$ cat src/rtl/pipe_pkg.sv
// ---------------------------------------------------------------------------
// pipe_pkg
// Shared definitions for the pipeline stage registers and the hazard unit.
//   PC_W, TNEW_W  : default widths of the PC and Tnew sideband fields
//   stage_side_t  : the sideband bundle carried with every instruction
//   tnew_dec()    : saturating Tnew decrement applied when a stage captures
// ---------------------------------------------------------------------------
package pipe_pkg;

  localparam int PC_W   = 32;
  localparam int TNEW_W = 2;

  // Hazard/exception sideband that travels alongside the opaque payload.
  typedef struct packed {
    logic [PC_W-1:0]   pc;
    logic [TNEW_W-1:0] tnew;
    logic              bd;
  } stage_side_t;

  // Tnew counts the stages left until a result is produced. It drops by one
  // per stage and sticks at zero once the value is available. The argument
  // is an int so callers with any field width can share this function.
  function automatic int unsigned tnew_dec(input int unsigned tnew);
    return (tnew == 0) ? 0 : tnew - 1;
  endfunction

endpackage

$ cat src/rtl/pipe_stage_skid_if.sv
// ---------------------------------------------------------------------------
// pipe_stage_skid_if
// Bundle of every handshake, payload and control signal of one stage.
//   in_*      : upstream beat (valid/ready + data, pc, tnew, bd)
//   out_*     : downstream beat (valid/ready + data, pc, tnew, bd)
//   flush     : kill held entries at the next edge
//   bubble    : refuse input this cycle
//   occupancy : number of valid entries held (0..2)
// Modports:
//   slave  : the view of the stage register itself
//   master : the view of the surrounding pipeline driving the stage
// ---------------------------------------------------------------------------
interface pipe_stage_skid_if #(
  parameter int DATA_W = 128,
  parameter int PC_W   = pipe_pkg::PC_W,
  parameter int TNEW_W = pipe_pkg::TNEW_W
);

  logic              in_valid;
  logic              in_ready;
  logic [DATA_W-1:0] in_data;
  logic [PC_W-1:0]   in_pc;
  logic [TNEW_W-1:0] in_tnew;
  logic              in_bd;

  logic              out_valid;
  logic              out_ready;
  logic [DATA_W-1:0] out_data;
  logic [PC_W-1:0]   out_pc;
  logic [TNEW_W-1:0] out_tnew;
  logic              out_bd;

  logic              flush;
  logic              bubble;
  logic [1:0]        occupancy;

  modport slave (
    input  in_valid, in_data, in_pc, in_tnew, in_bd,
    input  out_ready, flush, bubble,
    output in_ready,
    output out_valid, out_data, out_pc, out_tnew, out_bd,
    output occupancy
  );

  modport master (
    output in_valid, in_data, in_pc, in_tnew, in_bd,
    output out_ready, flush, bubble,
    input  in_ready,
    input  out_valid, out_data, out_pc, out_tnew, out_bd,
    input  occupancy
  );

endinterface

$ cat src/rtl/pipe_entry_reg.sv
// ---------------------------------------------------------------------------
// pipe_entry_reg
// One pipeline entry: a valid bit plus payload and sideband fields.
//   clk, reset     : clock, asynchronous active-low reset
//   load           : capture d_* and mark the entry valid
//   clear          : mark the entry invalid; data and tnew go to zero while
//                    pc/bd take clr_pc/clr_bd (lets a dead head keep an EPC)
//   d_*            : fields loaded on load
//   clr_pc, clr_bd : pc/bd left behind on clear
//   q_*            : stored entry
// clear wins over load; the parent never asserts both.
// ---------------------------------------------------------------------------
module pipe_entry_reg #(
  parameter int DATA_W = 128,
  parameter int PC_W   = pipe_pkg::PC_W,
  parameter int TNEW_W = pipe_pkg::TNEW_W
) (
  input  logic              clk,
  input  logic              reset,
  input  logic              load,
  input  logic              clear,
  input  logic [DATA_W-1:0] d_data,
  input  logic [PC_W-1:0]   d_pc,
  input  logic [TNEW_W-1:0] d_tnew,
  input  logic              d_bd,
  input  logic [PC_W-1:0]   clr_pc,
  input  logic              clr_bd,
  output logic              q_valid,
  output logic [DATA_W-1:0] q_data,
  output logic [PC_W-1:0]   q_pc,
  output logic [TNEW_W-1:0] q_tnew,
  output logic              q_bd
);

  // NOTE: non-blocking assignments keep every register updating from the
  // pre-edge values, so the H <- S transfer in the parent never races.
  // NOTE: these are a handful of flops, not a RAM, so every field is reset;
  // the outputs are visible ports and must never show X after reset.
  always_ff @(posedge clk or negedge reset) begin
    if (!reset) begin
      q_valid <= 1'b0;
      q_data  <= '0;
      q_pc    <= '0;
      q_tnew  <= '0;
      q_bd    <= 1'b0;
    end else if (clear) begin
      q_valid <= 1'b0;
      q_data  <= '0;
      q_tnew  <= '0;
      q_pc    <= clr_pc;
      q_bd    <= clr_bd;
    end else if (load) begin
      q_valid <= 1'b1;
      q_data  <= d_data;
      q_pc    <= d_pc;
      q_tnew  <= d_tnew;
      q_bd    <= d_bd;
    end
  end

endmodule

$ cat src/rtl/pipe_stage_skid.sv
// ---------------------------------------------------------------------------
// pipe_stage_skid
// Generic pipeline stage register with a valid/ready handshake and a 2-entry
// skid buffer (head H + skid S), so back-pressure never drops or duplicates
// an instruction. Used between every pair of stages (D/E, E/M, M/W).
//   clk    : rising-edge clock
//   reset  : asynchronous active-low reset
//   bus    : pipe_stage_skid_if.slave
//            in_*  upstream beat, in_ready = ~S_v & ~bubble
//            out_* head entry H, out_valid = H_v
//            flush kills H and S at the next edge (an out_fire that cycle
//                  still completes); bubble refuses input for the cycle
//            occupancy = H_v + S_v
// Tnew is decremented (saturating at 0) as a beat is captured.
// KEEP_PC_ON_BUBBLE = 1 leaves a meaningful PC/bd on an invalid head so the
// exception unit can still report an EPC; 0 zeroes them instead.
// ---------------------------------------------------------------------------
module pipe_stage_skid
  import pipe_pkg::*;
#(
  parameter int DATA_W            = 128,
  parameter int PC_W              = pipe_pkg::PC_W,
  parameter int TNEW_W            = pipe_pkg::TNEW_W,
  parameter bit KEEP_PC_ON_BUBBLE = 1'b1
) (
  input logic                   clk,
  input logic                   reset,
  pipe_stage_skid_if.slave      bus
);

  // Head entry (drives the outputs) and skid entry.
  logic              h_v, s_v;
  logic [DATA_W-1:0] h_data, s_data;
  logic [PC_W-1:0]   h_pc, s_pc;
  logic [TNEW_W-1:0] h_tnew, s_tnew;
  logic              h_bd, s_bd;

  // Per-edge control produced by the next-state logic.
  logic              h_load, h_clear, h_from_skid;
  logic              s_load, s_clear;
  logic [PC_W-1:0]   h_clr_pc;
  logic              h_clr_bd;

  logic              in_fire, out_fire;

  // Captured form of the upstream beat.
  logic [TNEW_W-1:0] cap_tnew;

  // Head load mux: the skid entry when draining S, otherwise the input.
  logic [DATA_W-1:0] h_d_data;
  logic [PC_W-1:0]   h_d_pc;
  logic [TNEW_W-1:0] h_d_tnew;
  logic              h_d_bd;

  // in_ready depends only on registered state and bubble, never on
  // in_valid or out_ready, so no combinational path crosses the stage.
  assign bus.in_ready = ~s_v & ~bus.bubble;
  assign in_fire      = bus.in_valid & bus.in_ready;
  assign out_fire     = h_v & bus.out_ready;

  assign cap_tnew = TNEW_W'(tnew_dec(32'(bus.in_tnew)));

  assign h_d_data = h_from_skid ? s_data : bus.in_data;
  assign h_d_pc   = h_from_skid ? s_pc   : bus.in_pc;
  assign h_d_tnew = h_from_skid ? s_tnew : cap_tnew;
  assign h_d_bd   = h_from_skid ? s_bd   : bus.in_bd;

  // NOTE: every signal gets a default before the branches, so no path can
  // leave one unassigned and infer a latch.
  always_comb begin
    h_load      = 1'b0;
    h_clear     = 1'b0;
    h_from_skid = 1'b0;
    s_load      = 1'b0;
    s_clear     = 1'b0;
    h_clr_pc    = KEEP_PC_ON_BUBBLE ? h_pc : '0;
    h_clr_bd    = KEEP_PC_ON_BUBBLE ? h_bd : 1'b0;

    if (bus.flush) begin
      // Kill both entries; any input this cycle is discarded. The youngest
      // visible PC is left on the dead head as the exception PC.
      h_clear = 1'b1;
      s_clear = 1'b1;
      if (KEEP_PC_ON_BUBBLE) begin
        if (bus.in_valid) begin
          h_clr_pc = bus.in_pc;
          h_clr_bd = bus.in_bd;
        end else if (s_v) begin
          h_clr_pc = s_pc;
          h_clr_bd = s_bd;
        end
      end
    end else if (!h_v) begin
      h_load = in_fire;
    end else if (out_fire) begin
      if (s_v) begin
        // S is older than any input, so it moves up first.
        h_load      = 1'b1;
        h_from_skid = 1'b1;
        s_clear     = 1'b1;
      end else if (in_fire) begin
        h_load = 1'b1;
      end else begin
        h_clear = 1'b1;
      end
    end else begin
      // Head is stalled; an accepted beat can only mean S is empty.
      s_load = in_fire;
    end
  end

  pipe_entry_reg #(
    .DATA_W (DATA_W),
    .PC_W   (PC_W),
    .TNEW_W (TNEW_W)
  ) u_head (
    .clk     (clk),
    .reset   (reset),
    .load    (h_load),
    .clear   (h_clear),
    .d_data  (h_d_data),
    .d_pc    (h_d_pc),
    .d_tnew  (h_d_tnew),
    .d_bd    (h_d_bd),
    .clr_pc  (h_clr_pc),
    .clr_bd  (h_clr_bd),
    .q_valid (h_v),
    .q_data  (h_data),
    .q_pc    (h_pc),
    .q_tnew  (h_tnew),
    .q_bd    (h_bd)
  );

  pipe_entry_reg #(
    .DATA_W (DATA_W),
    .PC_W   (PC_W),
    .TNEW_W (TNEW_W)
  ) u_skid (
    .clk     (clk),
    .reset   (reset),
    .load    (s_load),
    .clear   (s_clear),
    .d_data  (bus.in_data),
    .d_pc    (bus.in_pc),
    .d_tnew  (cap_tnew),
    .d_bd    (bus.in_bd),
    .clr_pc  ('0),
    .clr_bd  (1'b0),
    .q_valid (s_v),
    .q_data  (s_data),
    .q_pc    (s_pc),
    .q_tnew  (s_tnew),
    .q_bd    (s_bd)
  );

  assign bus.out_valid = h_v;
  assign bus.out_data  = h_data;
  assign bus.out_pc    = h_pc;
  assign bus.out_tnew  = h_tnew;
  assign bus.out_bd    = h_bd;
  assign bus.occupancy = {1'b0, h_v} + {1'b0, s_v};

endmodule

$ cat src/flat_wrapper.sv
// flat-port wrapper written by rule: the top's interface ports become plain ports
module pipe_stage_skid_flat import pipe_pkg::*;
#(
  parameter int DATA_W            = 128,
  parameter int PC_W              = pipe_pkg::PC_W,
  parameter int TNEW_W            = pipe_pkg::TNEW_W,
  parameter bit KEEP_PC_ON_BUBBLE = 1'b1
)
  (clk, reset, bus_in_valid, bus_in_data, bus_in_pc, bus_in_tnew, bus_in_bd, bus_out_ready, bus_flush, bus_bubble, bus_in_ready, bus_out_valid, bus_out_data, bus_out_pc, bus_out_tnew, bus_out_bd, bus_occupancy);
  pipe_stage_skid_if #(.DATA_W(DATA_W), .PC_W(PC_W), .TNEW_W(TNEW_W)) bus_i ();
  input logic clk;
  input logic reset;
  input wire logic [$bits(bus_i.in_valid)-1:0] bus_in_valid;
  input wire logic [$bits(bus_i.in_data)-1:0] bus_in_data;
  input wire logic [$bits(bus_i.in_pc)-1:0] bus_in_pc;
  input wire logic [$bits(bus_i.in_tnew)-1:0] bus_in_tnew;
  input wire logic [$bits(bus_i.in_bd)-1:0] bus_in_bd;
  input wire logic [$bits(bus_i.out_ready)-1:0] bus_out_ready;
  input wire logic [$bits(bus_i.flush)-1:0] bus_flush;
  input wire logic [$bits(bus_i.bubble)-1:0] bus_bubble;
  output wire logic [$bits(bus_i.in_ready)-1:0] bus_in_ready;
  output wire logic [$bits(bus_i.out_valid)-1:0] bus_out_valid;
  output wire logic [$bits(bus_i.out_data)-1:0] bus_out_data;
  output wire logic [$bits(bus_i.out_pc)-1:0] bus_out_pc;
  output wire logic [$bits(bus_i.out_tnew)-1:0] bus_out_tnew;
  output wire logic [$bits(bus_i.out_bd)-1:0] bus_out_bd;
  output wire logic [$bits(bus_i.occupancy)-1:0] bus_occupancy;
  assign bus_i.in_valid = bus_in_valid;
  assign bus_i.in_data = bus_in_data;
  assign bus_i.in_pc = bus_in_pc;
  assign bus_i.in_tnew = bus_in_tnew;
  assign bus_i.in_bd = bus_in_bd;
  assign bus_i.out_ready = bus_out_ready;
  assign bus_i.flush = bus_flush;
  assign bus_i.bubble = bus_bubble;
  assign bus_in_ready = bus_i.in_ready;
  assign bus_out_valid = bus_i.out_valid;
  assign bus_out_data = bus_i.out_data;
  assign bus_out_pc = bus_i.out_pc;
  assign bus_out_tnew = bus_i.out_tnew;
  assign bus_out_bd = bus_i.out_bd;
  assign bus_occupancy = bus_i.occupancy;
  pipe_stage_skid #(.DATA_W(DATA_W), .PC_W(PC_W), .TNEW_W(TNEW_W), .KEEP_PC_ON_BUBBLE(KEEP_PC_ON_BUBBLE)) u_core (.clk(clk), .reset(reset), .bus(bus_i));
endmodule
$ cat config.mk
export PLATFORM = sky130hd
export DESIGN_NAME = pipe_stage_skid_flat
export DESIGN_NICKNAME = d
export VERILOG_FILES = /design/src/rtl/pipe_pkg.sv /design/src/rtl/pipe_stage_skid_if.sv /design/src/rtl/pipe_entry_reg.sv /design/src/rtl/pipe_stage_skid.sv /design/src/flat_wrapper.sv
export SDC_FILE = /design/constraint.sdc
export NUM_CORES = 1
export LEC_CHECK = 0
export ABC_CLOCK_PERIOD_IN_PS = 3700
export CORE_ASPECT_RATIO = 1.1
export CORE_MARGIN = 1.5
export CORE_UTILIZATION = 38
export CTS_CLUSTER_DIAMETER = 40
export CTS_CLUSTER_SIZE = 14
export DETAILED_ROUTE_END_ITERATION = 6
export GPL_ROUTABILITY_DRIVEN = 0
export SKIP_CTS_REPAIR_TIMING = 1
export SLEW_MARGIN = 20
export SYNTH_ARGS = -nofsm -noshare
export SYNTH_HDL_FRONTEND = slang
export SYNTH_HIERARCHICAL = 1
export SYNTH_SLANG_ARGS = --single-unit
export TNS_END_PERCENT = 20
$ cat constraint.sdc
create_clock -name clk -period 3.7 [get_ports clk]
set_input_delay 0.74 -clock clk [delete_from_list [all_inputs] [get_ports clk]]
set_output_delay 0.74 -clock clk [all_outputs]
set_load 0.05 [all_outputs]
==> run_results.csv <==
group,metric,value,unit
logic_synthesis,synth-edff-count,0,
outcome,status,"finished clean",
critical_path,startpoint_type,"flip-flop",
logic_synthesis,yosysUniqueCellTypes,30,
floorplanning,dieArea,0.0447,mm^2
clocking,cts_sinks,328,
logic_synthesis,synth_area,0.0165,mm^2
critical_path,criticalPathCategory,"flip-flop to primary output",
sta,post-route-worst-setup-slack,0.734,ns
cells_and_area,fillers,3805,
run,max_cap_violations,0,
clocking,htree_levels,2,
place,dpl_cell_area,0.0203,mm^2
routing,ant_nets,0,
logic_synthesis,syn_area_per_cell,11.4,um^2
power,p_leak,8.95,nW
worst_hold_path,min_path_type,"primary input to asynchronous set/reset pin",
sta,finClkSkew,0.0264,ns
floorplanning,start_util,38.8,%
power,power.density,467,mW/mm^2
clocking,path_clk_slew,0.05,ns
floorplanning,row_count,79,
logic_synthesis,syn_inst,1447,
routing,vias,12200,
critical_path,cp_max_fo,10,
global_route,antenna_found_initial,4,
sta,finalSetupTns,0,ns
logic_synthesis,ys_seq_area_share,49.7,%
critical_path,crit_required,2.96,ns
logic_synthesis,synthTopCellsByArea,"dfrtp_1 50%, mux2i_1 20%, nor2_1 6.7%, mux2_2 6.3%, mux2_1 4.8%",
sta,relSlewSlack,48.8,%
global_route,grt.total_usage,20.4,%
cells_and_area,final_util,51.8,%
routing,wire_per_inst,19.1,um
global_route,grt_overflow,0,
routing,drt-initial-drc-count,530,
power,ir_drop,0.377,mV
place,place_ws,0.663,ns
global_route,grt_pass1_wl,72.7,mm
critical_path,worstPathArrival,2.23,ns
sta,finalCritPeriodShare,80.2,%
cells_and_area,design_area,0.0221,mm^2
floorplanning,fp.dieH,222,um
floorplanning,core_region_area,0.0426,mm^2
logic_synthesis,netlist.area_leader.share,49.7,%
sta,finalMaxSlewViolations,0,
sta,rsz0062_at_grt,"no",
clocking,cts-root-buf,"clkbuf_16",
sta,fmax,0.337,GHz
clocking,clock_path_buffers,3,
global_route,grt_pass1_vias,12800,
cells_and_area,seq_area,0.00821,mm^2
clocking,cts_tree,"yes",
cells_and_area,multiInputGateArea,0.00754,mm^2
clocking,clock_latency,0.59,ns
logic_synthesis,ys_ff_latch,328,
place,port_buffers,335,
critical_path,critPathCaptureType,"primary output",
routing,drcViolationCount,0,
global_route,grt_start_max_net_pins,130,
cells_and_area,area_delta_synth_final,33.7,%
sta,setup_violations,0,
cells_and_area,nets,1959,
sta,finalHoldViolCount,0,
sta,tightest_slew,0.768,ns
logic_synthesis,yosys.area.top_type,"dfrtp_1",
place,hpwlAfterDp,28.5,mm
routing,wl,45.9,mm
logic_synthesis,yosysWarnings,6,
routing,first_pass_iters,4,
cells_and_area,drive_gt1_share,12.4,%
clocking,numCtsBuffers,52,
floorplanning,die_w,202,um
logic_synthesis,async_reset_ff_share,100,%
floorplanning,io_pins,336,
logic_synthesis,synthFlopType,"dfrtp_1",
sta,fin_crit,2.97,ns
routing,avgViaCountPerCell,5.09,
## path summary, 6_finish.rpt
path / endpoint / start / slack, ns / cells after the start
min in group clk: u_core/u_skid/q_data[18]$_DFFE_PN0P_ / u_core/u_skid/q_data[18]$_DFFE_PN0P_ / 0.51 / 2
hold / removal: u_core/u_head/q_data[114]$_DFFE_PN0P_ / reset / 0.18 / 1
hold reg to reg: u_core/u_skid/q_data[18]$_DFFE_PN0P_ / u_core/u_skid/q_data[18]$_DFFE_PN0P_ / 0.51 / 2
setup reg to reg: u_core/u_head/q_data[26]$_DFFE_PN0P_ / u_core/u_skid/q_valid$_DFFE_PN0P_ / 1.38 / 7
setup / recovery: bus_occupancy[0] / u_core/u_skid/q_valid$_DFFE_PN0P_ / 0.73 / 2
max in group asynchronous: u_core/u_skid/q_data[78]$_DFFE_PN0P_ / reset / 2.58 / 2
## routing by layer
metal  vias to the layer above  part of all wire, %  wire (um)  GRT usage, %
met1                      6059                   43      19800          25.8
met5                         -                    0          0             0
li1                       5738                    -          -             -
met3                        88                  4.9       2240          3.79
met2                       333                   48      22300          33.8
met4                         0                  3.5       1620          9.36
## power breakdown
group	internal (mW)	total [mW]	switching, mW
Clock	3.00	4.85	1.85
Sequential	3.74	3.89	0.147
Combinational	0.635	1.58	0.941
Total	7.38	10.3	2.94
## worst max-delay path, cell delays in order (launching register included)
cell	delay, ns
dfrtp_1	0.52
ha_1	0.34
clkdlybuf4s50_1	0.79
## cells by family (layout without fill, tap and decap cells)
logic type	Yosys count	count (layout)	synth area share, %
adders and majority gates	1	1	0.0757
and+or+nand+nor	378	378	8.79
other	1	37	0.0227
buffers and inverters	117	466	5.54
DFF	328	328	49.7
AOI/OAI and AO/OA	133	133	5.03
muxes	489	489	30.9
## registers in the layout, indices dropped and copies added (netlist names)
name and cells:
u_core/u_skid/q_tnew 2, u_core/u_head/q_tnew 2, u_core/u_head/q_data 128, u_core/u_head/q_bd 1, u_core/u_head/q_valid 1, u_core/u_skid/q_pc 32
u_core/u_head/q_pc 32, u_core/u_skid/q_data 128, u_core/u_skid/q_bd 1, u_core/u_skid/q_valid 1
## cell usage after synthesis (2+ instances only)
master      n
mux2i_1   326
buf_6      21
buf_2      42
dfrtp_1   328
mux2_1     70
buf_12      6
buf_4       3
nor2_1    297
o32ai_1    31
buf_8      14
inv_1       2
o21ai_1    66
o22ai_1    33
nand2_1    68
nor3_1      6
clkbuf_1   27
mux2_2     93
buf_1       2
## through the flow
stage          power [mW]  hold slack (ns)  instances
3_3_place_gp         5.52            0.495       2302
6_report             10.3            0.177       2399
4_1_cts              10.5            0.172       2395
5_1_grt              10.7            0.206       2399
3_5_place_dp         5.54            0.506       2302
2_1_floorplan        4.84            0.444       1479
## cells in the final DEF (no fill, tap or decap), types with 52 or more instances in the layout
cell type,n
clkbuf_16,52
nand2_1,68
mux2_2,93
dfrtp_1,328
clkdlybuf4s50_1,334
mux2i_1,326
nor2_1,297
o21ai_1,66
mux2_1,70
## cell type report
cell class / count / area share [%]
tap: 567 / 3.21
multi-input combinational: 1034 / 34.2
inverter: 2 / 0.0340
clock inverter: 36 / 1.82
clock buffer: 57 / 6.07
timing repair buffer: 371 / 17.5
antenna: 4 / 0.0453
sequential: 328 / 37.2
Power figures use the tool's default switching activity.
